--- src/rtl/dm_access_ctrl_if.sv ---
// Data-memory access bundle: request/response channel from the MEM stage
// plus the word-addressed memory pins. The master side is the requester
// together with the memory; the slave side is the access controller.
interface dm_access_ctrl_if;
    logic        ReqValid;
    logic        ReqReady;
    logic        ReqWrite;
    logic [1:0]  ReqSize;
    logic        ReqUnsigned;
    logic [31:0] ReqAddr;
    logic [31:0] ReqData;
    logic        RespValid;
    logic        RespReady;
    logic [31:0] RespData;
    logic        RespErr;
    logic [31:0] MemAddr;
    logic [31:0] MemDataIn;
    logic [31:0] MemDataOut;
    logic        MemWriteEnable;
    logic        MemReadEnable;

    modport master (
        output ReqValid, ReqWrite, ReqSize, ReqUnsigned, ReqAddr, ReqData,
        output RespReady, MemDataOut,
        input  ReqReady, RespValid, RespData, RespErr,
        input  MemAddr, MemDataIn, MemWriteEnable, MemReadEnable
    );

    modport slave (
        input  ReqValid, ReqWrite, ReqSize, ReqUnsigned, ReqAddr, ReqData,
        input  RespReady, MemDataOut,
        output ReqReady, RespValid, RespData, RespErr,
        output MemAddr, MemDataIn, MemWriteEnable, MemReadEnable
    );
endinterface

--- src/rtl/dm_access_ctrl.sv ---
// Data-memory access controller: one outstanding load/store, sub-word
// stores by read-modify-write, bad accesses answered without a bus cycle.
//
// state    | meaning
// ---------+-------------------------------------------------------------
// S_IDLE   | ReqReady high, waiting for a request
// S_RD     | load read cycle; data captured and extended at next edge
// S_RMW_RD | sub-word store read cycle; lane merged at next edge
// S_WR     | single write cycle with full or merged word
// S_RESP   | RespValid held until RespReady
module dm_access_ctrl #(
    parameter int DEPTH_WORDS = 1024,
    parameter int IDX_WIDTH   = 10
) (
    input  logic           Clk,
    input  logic           Reset,
    dm_access_ctrl_if.slave bus
);

    typedef enum logic [2:0] {
        S_IDLE,
        S_RD,
        S_RMW_RD,
        S_WR,
        S_RESP
    } state_t;

    state_t      state_q;
    logic        req_ready_q;
    logic        resp_valid_q;
    logic        resp_err_q;
    logic [31:0] resp_data_q;
    logic [31:0] mem_addr_q;
    logic [31:0] mem_din_q;
    logic        mem_we_q;
    logic        mem_re_q;
    logic [1:0]  size_q;
    logic [1:0]  lane_q;
    logic        unsigned_q;
    logic [15:0] st_data_q;

    logic        req_err_d;
    logic [7:0]  rd_byte_d;
    logic [15:0] rd_half_d;
    logic [31:0] load_d;
    logic [31:0] merged_d;

    assign bus.ReqReady       = req_ready_q;
    assign bus.RespValid      = resp_valid_q;
    assign bus.RespErr        = resp_err_q;
    assign bus.RespData       = resp_data_q;
    assign bus.MemAddr        = mem_addr_q;
    assign bus.MemDataIn      = mem_din_q;
    assign bus.MemWriteEnable = mem_we_q;
    assign bus.MemReadEnable  = mem_re_q;

    // Reject illegal size, misalignment and word indices beyond the memory.
    always_comb begin
        req_err_d = 1'b0;
        case (bus.ReqSize)
            2'b01:   req_err_d = bus.ReqAddr[0];
            2'b10:   req_err_d = |bus.ReqAddr[1:0];
            2'b11:   req_err_d = 1'b1;
            default: req_err_d = 1'b0;
        endcase
        if ({2'b00, bus.ReqAddr[31:2]} >= 32'(DEPTH_WORDS)) begin
            req_err_d = 1'b1;
        end
    end

    // Pick the addressed lane of the read word and extend it for loads.
    always_comb begin
        rd_byte_d = bus.MemDataOut[7:0];
        case (lane_q)
            2'd1:    rd_byte_d = bus.MemDataOut[15:8];
            2'd2:    rd_byte_d = bus.MemDataOut[23:16];
            2'd3:    rd_byte_d = bus.MemDataOut[31:24];
            default: rd_byte_d = bus.MemDataOut[7:0];
        endcase
        rd_half_d = lane_q[1] ? bus.MemDataOut[31:16] : bus.MemDataOut[15:0];
        case (size_q)
            2'b00:   load_d = unsigned_q ? {24'd0, rd_byte_d}
                                         : {{24{rd_byte_d[7]}}, rd_byte_d};
            2'b01:   load_d = unsigned_q ? {16'd0, rd_half_d}
                                         : {{16{rd_half_d[15]}}, rd_half_d};
            default: load_d = bus.MemDataOut;
        endcase
    end

    // Overlay the store byte/half onto the read word; other lanes untouched.
    always_comb begin
        merged_d = bus.MemDataOut;
        if (size_q == 2'b00) begin
            case (lane_q)
                2'd1:    merged_d[15:8]  = st_data_q[7:0];
                2'd2:    merged_d[23:16] = st_data_q[7:0];
                2'd3:    merged_d[31:24] = st_data_q[7:0];
                default: merged_d[7:0]   = st_data_q[7:0];
            endcase
        end else if (lane_q[1]) begin
            merged_d[31:16] = st_data_q;
        end else begin
            merged_d[15:0] = st_data_q;
        end
    end

    // Sequencer with registered bus and response outputs; reset kills any
    // write strobe immediately.
    always_ff @(posedge Clk or posedge Reset) begin
        if (Reset) begin
            state_q      <= S_IDLE;
            req_ready_q  <= 1'b1;
            resp_valid_q <= 1'b0;
            resp_err_q   <= 1'b0;
            resp_data_q  <= 32'd0;
            mem_addr_q   <= 32'd0;
            mem_din_q    <= 32'd0;
            mem_we_q     <= 1'b0;
            mem_re_q     <= 1'b0;
            size_q       <= 2'b00;
            lane_q       <= 2'b00;
            unsigned_q   <= 1'b0;
            st_data_q    <= 16'd0;
        end else begin
            case (state_q)
                S_IDLE: begin
                    if (bus.ReqValid && req_ready_q) begin
                        req_ready_q <= 1'b0;
                        resp_data_q <= 32'd0;
                        size_q      <= bus.ReqSize;
                        lane_q      <= bus.ReqAddr[1:0];
                        unsigned_q  <= bus.ReqUnsigned;
                        st_data_q   <= bus.ReqData[15:0];
                        if (req_err_d) begin
                            resp_err_q   <= 1'b1;
                            resp_valid_q <= 1'b1;
                            state_q      <= S_RESP;
                        end else begin
                            resp_err_q <= 1'b0;
                            mem_addr_q <= {{(32-IDX_WIDTH){1'b0}},
                                           bus.ReqAddr[IDX_WIDTH+1:2]};
                            if (!bus.ReqWrite) begin
                                mem_re_q <= 1'b1;
                                state_q  <= S_RD;
                            end else if (bus.ReqSize == 2'b10) begin
                                mem_din_q <= bus.ReqData;
                                mem_we_q  <= 1'b1;
                                state_q   <= S_WR;
                            end else begin
                                mem_re_q <= 1'b1;
                                state_q  <= S_RMW_RD;
                            end
                        end
                    end
                end
                S_RD: begin
                    mem_re_q     <= 1'b0;
                    resp_data_q  <= load_d;
                    resp_valid_q <= 1'b1;
                    state_q      <= S_RESP;
                end
                S_RMW_RD: begin
                    mem_re_q  <= 1'b0;
                    mem_din_q <= merged_d;
                    mem_we_q  <= 1'b1;
                    state_q   <= S_WR;
                end
                S_WR: begin
                    mem_we_q     <= 1'b0;
                    resp_valid_q <= 1'b1;
                    state_q      <= S_RESP;
                end
                S_RESP: begin
                    if (bus.RespReady) begin
                        resp_valid_q <= 1'b0;
                        resp_err_q   <= 1'b0;
                        req_ready_q  <= 1'b1;
                        state_q      <= S_IDLE;
                    end
                end
                default: begin
                    mem_re_q     <= 1'b0;
                    mem_we_q     <= 1'b0;
                    resp_valid_q <= 1'b0;
                    req_ready_q  <= 1'b1;
                    state_q      <= S_IDLE;
                end
            endcase
        end
    end

endmodule

--- src/flat_wrapper.sv ---
// flat-port wrapper written by rule: the top's interface ports become plain ports
module dm_access_ctrl_flat 
#(
    parameter int DEPTH_WORDS = 1024,
    parameter int IDX_WIDTH   = 10
)
  (Clk, Reset, bus_ReqValid, bus_ReqWrite, bus_ReqSize, bus_ReqUnsigned, bus_ReqAddr, bus_ReqData, bus_RespReady, bus_MemDataOut, bus_ReqReady, bus_RespValid, bus_RespData, bus_RespErr, bus_MemAddr, bus_MemDataIn, bus_MemWriteEnable, bus_MemReadEnable);
  dm_access_ctrl_if bus_i ();
  input  logic Clk;
  input  logic Reset;
  input wire logic [$bits(bus_i.ReqValid)-1:0] bus_ReqValid;
  input wire logic [$bits(bus_i.ReqWrite)-1:0] bus_ReqWrite;
  input wire logic [$bits(bus_i.ReqSize)-1:0] bus_ReqSize;
  input wire logic [$bits(bus_i.ReqUnsigned)-1:0] bus_ReqUnsigned;
  input wire logic [$bits(bus_i.ReqAddr)-1:0] bus_ReqAddr;
  input wire logic [$bits(bus_i.ReqData)-1:0] bus_ReqData;
  input wire logic [$bits(bus_i.RespReady)-1:0] bus_RespReady;
  input wire logic [$bits(bus_i.MemDataOut)-1:0] bus_MemDataOut;
  output wire logic [$bits(bus_i.ReqReady)-1:0] bus_ReqReady;
  output wire logic [$bits(bus_i.RespValid)-1:0] bus_RespValid;
  output wire logic [$bits(bus_i.RespData)-1:0] bus_RespData;
  output wire logic [$bits(bus_i.RespErr)-1:0] bus_RespErr;
  output wire logic [$bits(bus_i.MemAddr)-1:0] bus_MemAddr;
  output wire logic [$bits(bus_i.MemDataIn)-1:0] bus_MemDataIn;
  output wire logic [$bits(bus_i.MemWriteEnable)-1:0] bus_MemWriteEnable;
  output wire logic [$bits(bus_i.MemReadEnable)-1:0] bus_MemReadEnable;
  assign bus_i.ReqValid = bus_ReqValid;
  assign bus_i.ReqWrite = bus_ReqWrite;
  assign bus_i.ReqSize = bus_ReqSize;
  assign bus_i.ReqUnsigned = bus_ReqUnsigned;
  assign bus_i.ReqAddr = bus_ReqAddr;
  assign bus_i.ReqData = bus_ReqData;
  assign bus_i.RespReady = bus_RespReady;
  assign bus_i.MemDataOut = bus_MemDataOut;
  assign bus_ReqReady = bus_i.ReqReady;
  assign bus_RespValid = bus_i.RespValid;
  assign bus_RespData = bus_i.RespData;
  assign bus_RespErr = bus_i.RespErr;
  assign bus_MemAddr = bus_i.MemAddr;
  assign bus_MemDataIn = bus_i.MemDataIn;
  assign bus_MemWriteEnable = bus_i.MemWriteEnable;
  assign bus_MemReadEnable = bus_i.MemReadEnable;
  dm_access_ctrl #(.DEPTH_WORDS(DEPTH_WORDS), .IDX_WIDTH(IDX_WIDTH)) u_core (.Clk(Clk), .Reset(Reset), .bus(bus_i));
endmodule
--- config.mk ---
export PLATFORM = sky130hd
export DESIGN_NAME = dm_access_ctrl_flat
export DESIGN_NICKNAME = d
export VERILOG_FILES = /design/src/rtl/dm_access_ctrl_if.sv /design/src/rtl/dm_access_ctrl.sv /design/src/flat_wrapper.sv
export SDC_FILE = /design/constraint.sdc
export NUM_CORES = 1
export LEC_CHECK = 0
export BUFFER_PORTS_ARGS = -buffer_cell sky130_fd_sc_hd__buf_2
export CAP_MARGIN = 20
export CORE_MARGIN = 4
export CORE_UTILIZATION = 54
export DETAILED_ROUTE_END_ITERATION = 16
export GPL_ROUTABILITY_DRIVEN = 0
export PLACE_DENSITY = 0.83
export SLEW_MARGIN = 20
export SYNTH_ARGS = -nofsm -noshare
export SYNTH_HDL_FRONTEND = slang
export SYNTH_SLANG_ARGS = --single-unit
--- constraint.sdc ---
create_clock -name Clk -period 8 [get_ports Clk]
set_clock_uncertainty 0.15 [all_clocks]
set_input_delay 1.6 -clock Clk [delete_from_list [all_inputs] [get_ports Clk]]
set_output_delay 1.6 -clock Clk [all_outputs]
set_load 0.02 [all_outputs]
# After elaboration in Yosys (flattened, before gate mapping)
# Cells that the tools add are included.
dict set report totals {
  reg_bits 103
  inputBits 104
  out_inout_bits 101
  word_cells 106
}
dict set report op_classes {
  n_lt_le_gt_ge 1
  n_eq_ne 18
  muxes 47
  n_bitwise 5
  reduce_logical 22
}
# operator count
set op_table {}
lappend op_table {{$mux 32} 8}
lappend op_table {{$pmux 32 s2} 3}
lappend op_table {{$mux 16} 3}
lappend op_table {{$mux 8} 4}
lappend op_table {{$ge 30x11->1 const B} 1}
lappend op_table {{$pmux 8 s3} 1}
lappend op_table {{$mux 1} 17}
lappend op_table {{$mux 3} 4}
lappend op_table {{$pmux 3 s4} 1}
lappend op_table {{$reduce_and 5->1} 2}
lappend op_table {{$pmux 1 s3} 3}
lappend op_table {{$reduce_and 3->1} 3}
lappend op_table {{$eq 2x2->1 const B} 4}
lappend op_table {{$reduce_and 4->1} 2}
lappend op_table {{$reduce_or 2->1} 4}
lappend op_table {{$eq 2x1->1 const B} 3}
lappend op_table {{$eq 3x2->1 const B} 2}
lappend op_table {{$ne 2x1->1 const B} 3}
lappend op_table {{$ne 2x2->1 const B} 3}
lappend op_table {{$reduce_and 2->1} 3}
lappend op_table {{$reduce_bool 2->1} 3}
lappend op_table {{$reduce_or 3->1} 2}
lappend op_table {{$not 1->1} 5}
lappend op_table {{$pmux 1 s2} 2}
lappend op_table {{7 further kinds} 7}

# Logic depth before layout (Yosys ltp)
# Gate-level depths: netlist of the first run.
dict set report logic_depth {
  depth_word 6
  mapped_depth 7
}

# Worst setup path after synthesis of the first run
# Ideal clock, no wire load.
dict set report synth_timing {
  kind {input to register}
  startpoint {in bus_ReqAddr[14]}
  endpoint {reg u_core.mem_din_q[4] (netlist: u_core.bus.MemDataIn[4])}
  arrival_time_ns 3.064
  required_time_ns 7.724
  slack_ns 4.660
  stages 6
  n_path_buf 2
  cell_sequence {nor4_2 o211ai_2 or3_1 buf_2 buf_6 a221o_1}
}
dict set report synth_between {
  elab_chain_len 4
}
# item line
set synth_rtl {}
lappend synth_rtl {{from (decl)} flat_wrapper.sv:15} ;# input wire logic [$bits(bus_i.ReqAddr)-1:0] bus_ReqAddr;
lappend synth_rtl {{$ge 30x11->1} dm_access_ctrl.sv:66} ;# if ({2'b00, bus.ReqAddr[31:2]} >= 32'(DEPTH_WORDS)) begin
lappend synth_rtl {{$mux 1} dm_access_ctrl.sv:66}
lappend synth_rtl {{$ne 2x2->1 (no line)} -}
lappend synth_rtl {{$reduce_and 5->1 (no line)} -}
lappend synth_rtl {{to (signal assigned)} dm_access_ctrl.sv:146} ;# mem_din_q <= bus.ReqData;
lappend synth_rtl {{to (signal assigned)} dm_access_ctrl.sv:164} ;# mem_din_q <= merged_d;
lappend synth_rtl {{to (decl)} dm_access_ctrl.sv:34} ;# logic [31:0] mem_din_q;
# Every way passes these cells.
# A chain may end at the register's enable or synchronous reset.

# Final worst setup path of the first run
dict set report layout_timing {
  startpoint {in bus_ReqAddr[18]}
  endpoint {reg u_core.mem_din_q[2] (netlist: u_core.bus.MemDataIn[2])}
}
# Same word-level chain as after synthesis.

==> parameters.txt, run 1 <==
Parameter                              Value

STA
  Max-slew violation count ... 0
  Final number of setup-violating endpoints ... 0
  Tcrit/Tclk final ... 0.4162
  Setup repair after global routing missed its margin ... no
  Highest clock rate ... 300.3 MHz
  Setup_tns ... 0 ns
  Time the worst path needs with I/O delays and setup ... 3.330 ns
  Number of hold-slack violations in the final timing report ... 0
  Transition time at the pin with the least slew margin ... 1.146 ns
  Worst rel slew slack ... 0.2357
  Worst Hold Margin ... 0.3317 ns

Drt
  1st-iter DRT viols ... 607
  # DRC ... 0
  Antenna violation net count after detailed routing ... 0
  Via-to-Cell Ratio ... 6.277
  First-pass detailed-route iteration total ... 7
  Via count ... 5398
  Total routed wirelength ... 17.45 mm
  WL per Instance ... 20.29 um

Floorplan
  Core box area ... 0.01037 mm^2
  Die area ... 0.01240 mm^2
  Effective utilization at floorplan ... 0.5563
  Number of rows created at floorplan ... 37
  Die Y-Extent ... 111.4 um
  Die X-Extent ... 111.4 um
  I/O Pins ... 205

Final layout
  Layout filler cell count ... 837
  Most common cell after layout, fill and taps aside ... sky130_fd_sc_hd__buf_2
  Layout overhead on the synthesized area ... 18.22%
  Number of nets in the finished design ... 825
  Most frequent cells in the layout ... sky130_fd_sc_hd__buf_2 (182), sky130_fd_sc_hd__dfrtp_1 (101), sky130_fd_sc_hd__o21ai_0 (51)
  Antenna cell count ... 0
  Ratio of cells with drive above 1 in the final layout ... 0.3729

Global route
  All-Layer GR Usage ... 0.2755
  Met1 usage in global routing ... 0.3382
  Antenna violations before repair ... 1
  Wire length of the first global-routing pass ... 27.70 mm
  Via count of the first global-routing pass ... 5359
  Pin count of the biggest net entering global routing ... 56
  Met2 layer usage reported by global route ... 0.4608
  Overflow after GRT ... 0
  Most used routing layer ... met2
  GR met3 Demand/Resource ... 0.06304

Min path
  Type of the tightest min-delay check ... reg2reg

CTS
  CTS tree ... done
  TritonCTS sink count ... 103
  Clock latency reported for the late side of the worst-skew pair ... 0.38 ns
  Clock Root Buffer ... sky130_fd_sc_hd__clkbuf_8
  Post-cts sizing count ... 0
  Setup repair bufs after CTS ... 0
  CTS clock-pin slew for the worst setup and hold paths ... 0.09 ns
  Number of buffers created by CTS ... 9
  H-tree levels ... 3
  Post-CTS Hold Buffers ... 0
  Maximum clock path buffer count ... 2

Run status
  Status ... finished, final reports clean

Synth
  Mean instance size in the synthesized netlist ... 10.09 um^2
  Total standard cell area after synthesis ... 0.005769 mm^2
  Post-synth cell types ... 48
  Seq/Total Area, Yosys ... 0.4470
  Ys flop type ... sky130_fd_sc_hd__dfrtp_1
  Number of synthesized flops with an enable pin ... 0
  Synthesis warning total ... 0
  Post-Syn Instances ... 572
  Synth Register Bits ... 103
  Share of flip-flops with an asynchronous set or reset ... 1.000

Place
  Port bufs ... 182
  Estimated wirelength of the detail-placed design ... 12.74 mm

Setup path
  Crit path capture type ... flop
  Worst-path maximum fanout ... 33
  Slowest cell on the critical path ... sky130_fd_sc_hd__or3_1
  Delay of the slowest critical-path stage ... 0.42 ns
  CP arrival ... 3.44 ns
  Req. time, crit path ... 8.11 ns
  Register-to-register setup slack ... 5.15 ns
  Cells traversed along the worst timing path ... buf_2 > nor4_1 > nand3_1 > or3_1 > buf_4 > a221o_1
  Kind of launch point of the worst setup path ... input port
  Setup Crit Path Kind ... in2reg

Run
  MaxCap Viol Count ... 0

Power and ir drop
  Total power density per cell area ... 235.3 mW/mm^2
  LEAKAGE ... 3.311 nW
  Peak supply drop ... 144.0 uV
==> where the power goes <==
part	switching [W]	internal, W	total (W)
logic	0.000331	0.000216	0.000547
clock network	0.000179	0.000149	0.000328
registers	0.000130	0.000600	0.000730
==> path summary, 6_finish.rpt <==
check,cells after the start,start,endpoint
max,6,bus_ReqAddr[18],u_core.bus.MemDataIn[2]
min,1,u_core.bus.RespData[11],u_core.bus.RespData[11]
max reg2reg,4,u_core.size_q[0],u_core.bus.MemDataIn[26]
min reg2reg,1,u_core.bus.RespData[11],u_core.bus.RespData[11]
max in group asynchronous,3,Reset,u_core.size_q[1]
min in group asynchronous,2,Reset,u_core.state_q[2]
==> worst max-delay path, delay by kind of cell <==
kind | cells | cell delay (ns)
AND/OR/NAND/NOR | 3 | 1.08
AO/OA/AOI/OAI | 1 | 0.38
buffers and inverters | 2 | 0.36
==> registers in the layout, indices dropped and copies added, names as in the netlist, 2 cells and up <==
register,flops
u_core.bus.MemAddr,10
u_core.bus.MemDataIn,32
u_core.bus.RespData,32
u_core.lane_q,2
u_core.size_q,2
u_core.st_data_q,16
u_core.state_q,3
==> metal layers <==
metal	wire length, um	up-vias
met4	804	2
met1	6287	2550
met3	1724	74
met5	13	-
met2	8616	390
li1	-	2382
==> synthesized netlist by cell type (all sizes together), types with 2 or more instances <==
| library cell | instances | area, um^2 |
|---|---|---|
| buf | 37 | 251.5 |
| a221oi | 39 | 435.4 |
| nand3b | 3 | 22.52 |
| nand3 | 19 | 95.09 |
| nor2 | 30 | 112.6 |
| o21ai | 54 | 270.3 |
| a21oi | 30 | 150.1 |
| mux2 | 29 | 326.6 |
| o22ai | 8 | 50.05 |
| dfrtp | 102 | 2552 |
| and2 | 17 | 106.4 |
| mux4 | 9 | 202.7 |
| a21o | 7 | 52.55 |
| nand2 | 33 | 123.9 |
| nand2b | 2 | 12.51 |
| clkbuf | 37 | 138.9 |
| or3 | 2 | 12.51 |
| inv | 38 | 142.6 |
| o211ai | 4 | 35.03 |
| nor4 | 7 | 71.31 |
| a221o | 39 | 390.4 |
| o31ai | 3 | 22.52 |
| nor3 | 6 | 30.03 |
==> stage by stage <==
step / total power, W / setup WS [ns] / instances / area, um^2 / util
after floorplan: 0.001118 / 3.548 / 593 / 5848 / -
after global placement: 0.001238 / 4.234 / 845 / 6614 / 0.6378
after detailed placement: 0.001266 / 4.174 / 845 / 6614 / 0.6378
after CTS: 0.001589 / 4.561 / 859 / 6799 / 0.6556
after global routing: 0.001690 / 4.445 / 860 / 6820 / 0.6577
final: 0.001605 / 4.670 / 860 / 6820 / 0.6577
==> cell type report <==
type | count | area [um^2] | area share
well taps | 136 | 170.2 | 0.02495
clock inverters | 4 | 47.55 | 0.006971
multi-input cells | 378 | 2754 | 0.4038
inverters | 38 | 145.1 | 0.02128
flip-flops and latches | 103 | 2580 | 0.3783
clock buffers | 10 | 137.6 | 0.02018
repair buffers | 191 | 985.9 | 0.1446
==> kinds of logic after synthesis <==
logic type             Yosys count  synth area share
AOI/OAI and AO/OA              191            0.2546
buffers and inverters          112           0.09239
DFF                            103            0.4470
other                            1         0.0006500
muxes                           39           0.09347
and+or+nand+nor                126            0.1119
Note: power is estimated with default switching activity, not from simulation.
==> inputs of run 2 (changes only) <==
--- a/config.mk
+++ b/config.mk
@@ -8,10 +8,10 @@
 export BUFFER_PORTS_ARGS = -buffer_cell sky130_fd_sc_hd__buf_2
 export CAP_MARGIN = 20
 export CORE_MARGIN = 4
-export CORE_UTILIZATION = 54
+export CORE_UTILIZATION = 51
 export DETAILED_ROUTE_END_ITERATION = 16
 export GPL_ROUTABILITY_DRIVEN = 0
-export PLACE_DENSITY = 0.83
+export PLACE_DENSITY = 0.79
 export SLEW_MARGIN = 20
 export SYNTH_ARGS = -nofsm -noshare
 export SYNTH_HDL_FRONTEND = slang
==> constraint.sdc (replaced) <==
create_clock -name Clk -period 3.2 [get_ports Clk]
set_clock_uncertainty 0.15 [all_clocks]
set_input_delay 0.64 -clock Clk [delete_from_list [all_inputs] [get_ports Clk]]
set_output_delay 0.64 -clock Clk [all_outputs]
set_load 0.02 [all_outputs]
==> run 2 against run 1 <==
Effect of this change:
- critical endpoint is now u_core.bus.MemDataIn[11]
- clock-buffer cell count grew 3
- power grew to 2.7 times the previous value
- critical path type is now reg2reg
- largest power group unchanged
- sequential power grew 140%
- die area grew 5.5%
- highest routed layer is now met4
==> parameters.txt, run 2 (synthesis results as in run 1) <==
Parameter                              Value

CTS
  H-tree levels ... 3
  Clock Root Buffer ... sky130_fd_sc_hd__clkbuf_16
  Number of buffers created by CTS ... 9
  CTS clock-pin slew for the worst setup and hold paths ... 0.07 ns
  Clock latency reported for the late side of the worst-skew pair ... 0.34 ns
  Post-cts sizing count ... 0
  Post-CTS Hold Buffers ... 0
  TritonCTS sink count ... 103
  Setup repair bufs after CTS ... 0
  CTS tree ... done
  Maximum clock path buffer count ... 2

Drt
  First-pass detailed-route iteration total ... 6
  Total routed wirelength ... 17.59 mm
  Antenna violation net count after detailed routing ... 0
  Post-Route M1 WL ... 6.602 mm
  1st-iter DRT viols ... 556
  Total met2 wirelength after detailed routing ... 8.431 mm
  # DRC ... 0
  WL per Instance ... 20.17 um
  Via count ... 5413
  Wire length on met3 ... 1.839 mm
  Via-to-Cell Ratio ... 6.208
  Top layer used by detailed routing ... met4

STA
  Transition time at the pin with the least slew margin ... 1.086 ns
  Setup repair after global routing missed its margin ... no
  Setup_tns ... 0 ns
  Number of hold-slack violations in the final timing report ... 0
  Time the worst path needs with I/O delays and setup ... 2.561 ns
  Worst rel slew slack ... 0.2735
  Final number of setup-violating endpoints ... 0
  Max-slew violation count ... 0
  Tcrit/Tclk final ... 0.8002
  Highest clock rate ... 390.5 MHz

Setup path
  Source of the worst register-to-register timing path ... u_core.lane_q[1]
  Delay of the slowest critical-path stage ... 0.66 ns
  Crit path capture type ... flop
  Cell count of the worst reg-to-reg path ... 4
  Setup Crit Path Kind ... reg2reg
  CP arrival ... 2.62 ns
  Req. time, crit path ... 3.26 ns
  Slowest cell on the critical path ... sky130_fd_sc_hd__inv_1
  Kind of launch point of the worst setup path ... flop
  Register-to-register setup slack ... 0.64 ns
  Reg-to-Reg End ... u_core.bus.MemDataIn[11]
  Buffers and inverters on the worst path ... 1
  Worst-path maximum fanout ... 26
  Largest delay share family, worst path ... compound AO/OA/AOI/OAI gates
  Cells traversed along the worst timing path ... inv_1 > o21ai_1 > a221oi_1 > a221oi_2

Global route
  Pin count of the biggest net entering global routing ... 50
  Antenna violations before repair ... 0
  Wire length of the first global-routing pass ... 27.93 mm
  Via count of the first global-routing pass ... 5379
  Overflow after GRT ... 0
  All-Layer GR Usage ... 0.2712

Final layout
  Most frequent cells in the layout ... sky130_fd_sc_hd__buf_2 (182), sky130_fd_sc_hd__dfrtp_1 (102), sky130_fd_sc_hd__o21ai_0 (51)
  Most common cell after layout, fill and taps aside ... sky130_fd_sc_hd__buf_2
  Layout overhead on the synthesized area ... 21.34%
  Antenna cell count ... 0
  Number of nets in the finished design ... 831
  Ratio of cells with drive above 1 in the final layout ... 0.3770
  Core Util, Final ... 0.6402
  Post-route standard cell area excluding fillers ... 0.007000 mm^2

Min path
  Type of the tightest min-delay check ... in2async

Power and ir drop
  LEAKAGE ... 3.400 nW
  Total power density per cell area ... 622.5 mW/mm^2
  Peak supply drop ... 324.0 uV
  Power, Total ... 0.004358 W

Floorplan
  Number of rows created at floorplan ... 38
  Die Y-Extent ... 114.4 um
  Die X-Extent ... 114.4 um
  Die area ... 0.01308 mm^2
  I/O Pins ... 205
  Core box area ... 0.01094 mm^2
  Effective utilization at floorplan ... 0.5276

Place
  Port bufs ... 182
  Post-DP Area ... 0.006685 mm^2
  Estimated wirelength of the detail-placed design ... 13.05 mm

Run status
  Status ... finished, final reports clean

Run
  MaxCap Viol Count ... 0
run 2: cell count changes in the layout (fill, tap and decap cells not counted):
cell and change:
sky130_fd_sc_hd__dfrtp_1 +1, sky130_fd_sc_hd__clkbuf_1 +1, sky130_fd_sc_hd__dfrtp_2 -1, sky130_fd_sc_hd__buf_4 +6, sky130_fd_sc_hd__buf_12 +1, sky130_fd_sc_hd__buf_8 -1
sky130_fd_sc_hd__inv_4 -1, sky130_fd_sc_hd__clkbuf_16 +9, sky130_fd_sc_hd__clkbuf_8 -7
run 2: power breakdown:
| part | total, W | internal, W | switching (W) |
|---|---|---|---|
| clock | 0.00115 | 0.000669 | 0.000481 |
| combinational | 0.00147 | 0.000564 | 0.000901 |
| sequential | 0.00174 | 0.00150 | 0.000238 |
| total | 0.00436 | 0.00274 | 0.00162 |
run 2: layer usage:
metal	vias up	GRT usage
met5	-	0
met4	0	0.1164
met3	64	0.07082
met2	360	0.4333
met1	2599	0.3504
li1	2390	-
run 2: worst max path at each step:
stage,cells after the start,from,to,slack (ns)
after global placement,6,bus_ReqAddr[18],u_core.bus.MemDataIn[5],0.57
after CTS,4,u_core.lane_q[0],u_core.bus.MemDataIn[17],0.69
after detailed placement,6,bus_ReqAddr[18],u_core.bus.MemDataIn[16],0.49
after global routing,4,u_core.lane_q[1],u_core.bus.MemDataIn[11],0.44
after floorplan,6,bus_ReqAddr[14],u_core.bus.MemDataIn[4],0.82
final,4,u_core.lane_q[1],u_core.bus.MemDataIn[11],0.64
run 2: area by class of cell:
type                            instances  area [um^2]
Clock inverter                          3        40.04
Sequential cell                       103         2579
Multi-Input combinational cell        378         2754
Fill cell                             880         3935
Tap cell                              140        175.2
Clock buffer                           13        270.3
Inverter                               38        146.4
Timing Repair Buffer                  197         1036
run 2: per-stage QoR:
step | setup slack (ns) | hold slack (ns) | std cells
after floorplan | 0.8196 | 0.2936 | 593
after global placement | 0.5731 | 0.3073 | 856
after detailed placement | 0.4928 | 0.3143 | 856
after CTS | 0.6880 | 0.1804 | 872
after global routing | 0.4367 | 0.2083 | 872
final | 0.6393 | 0.1775 | 872
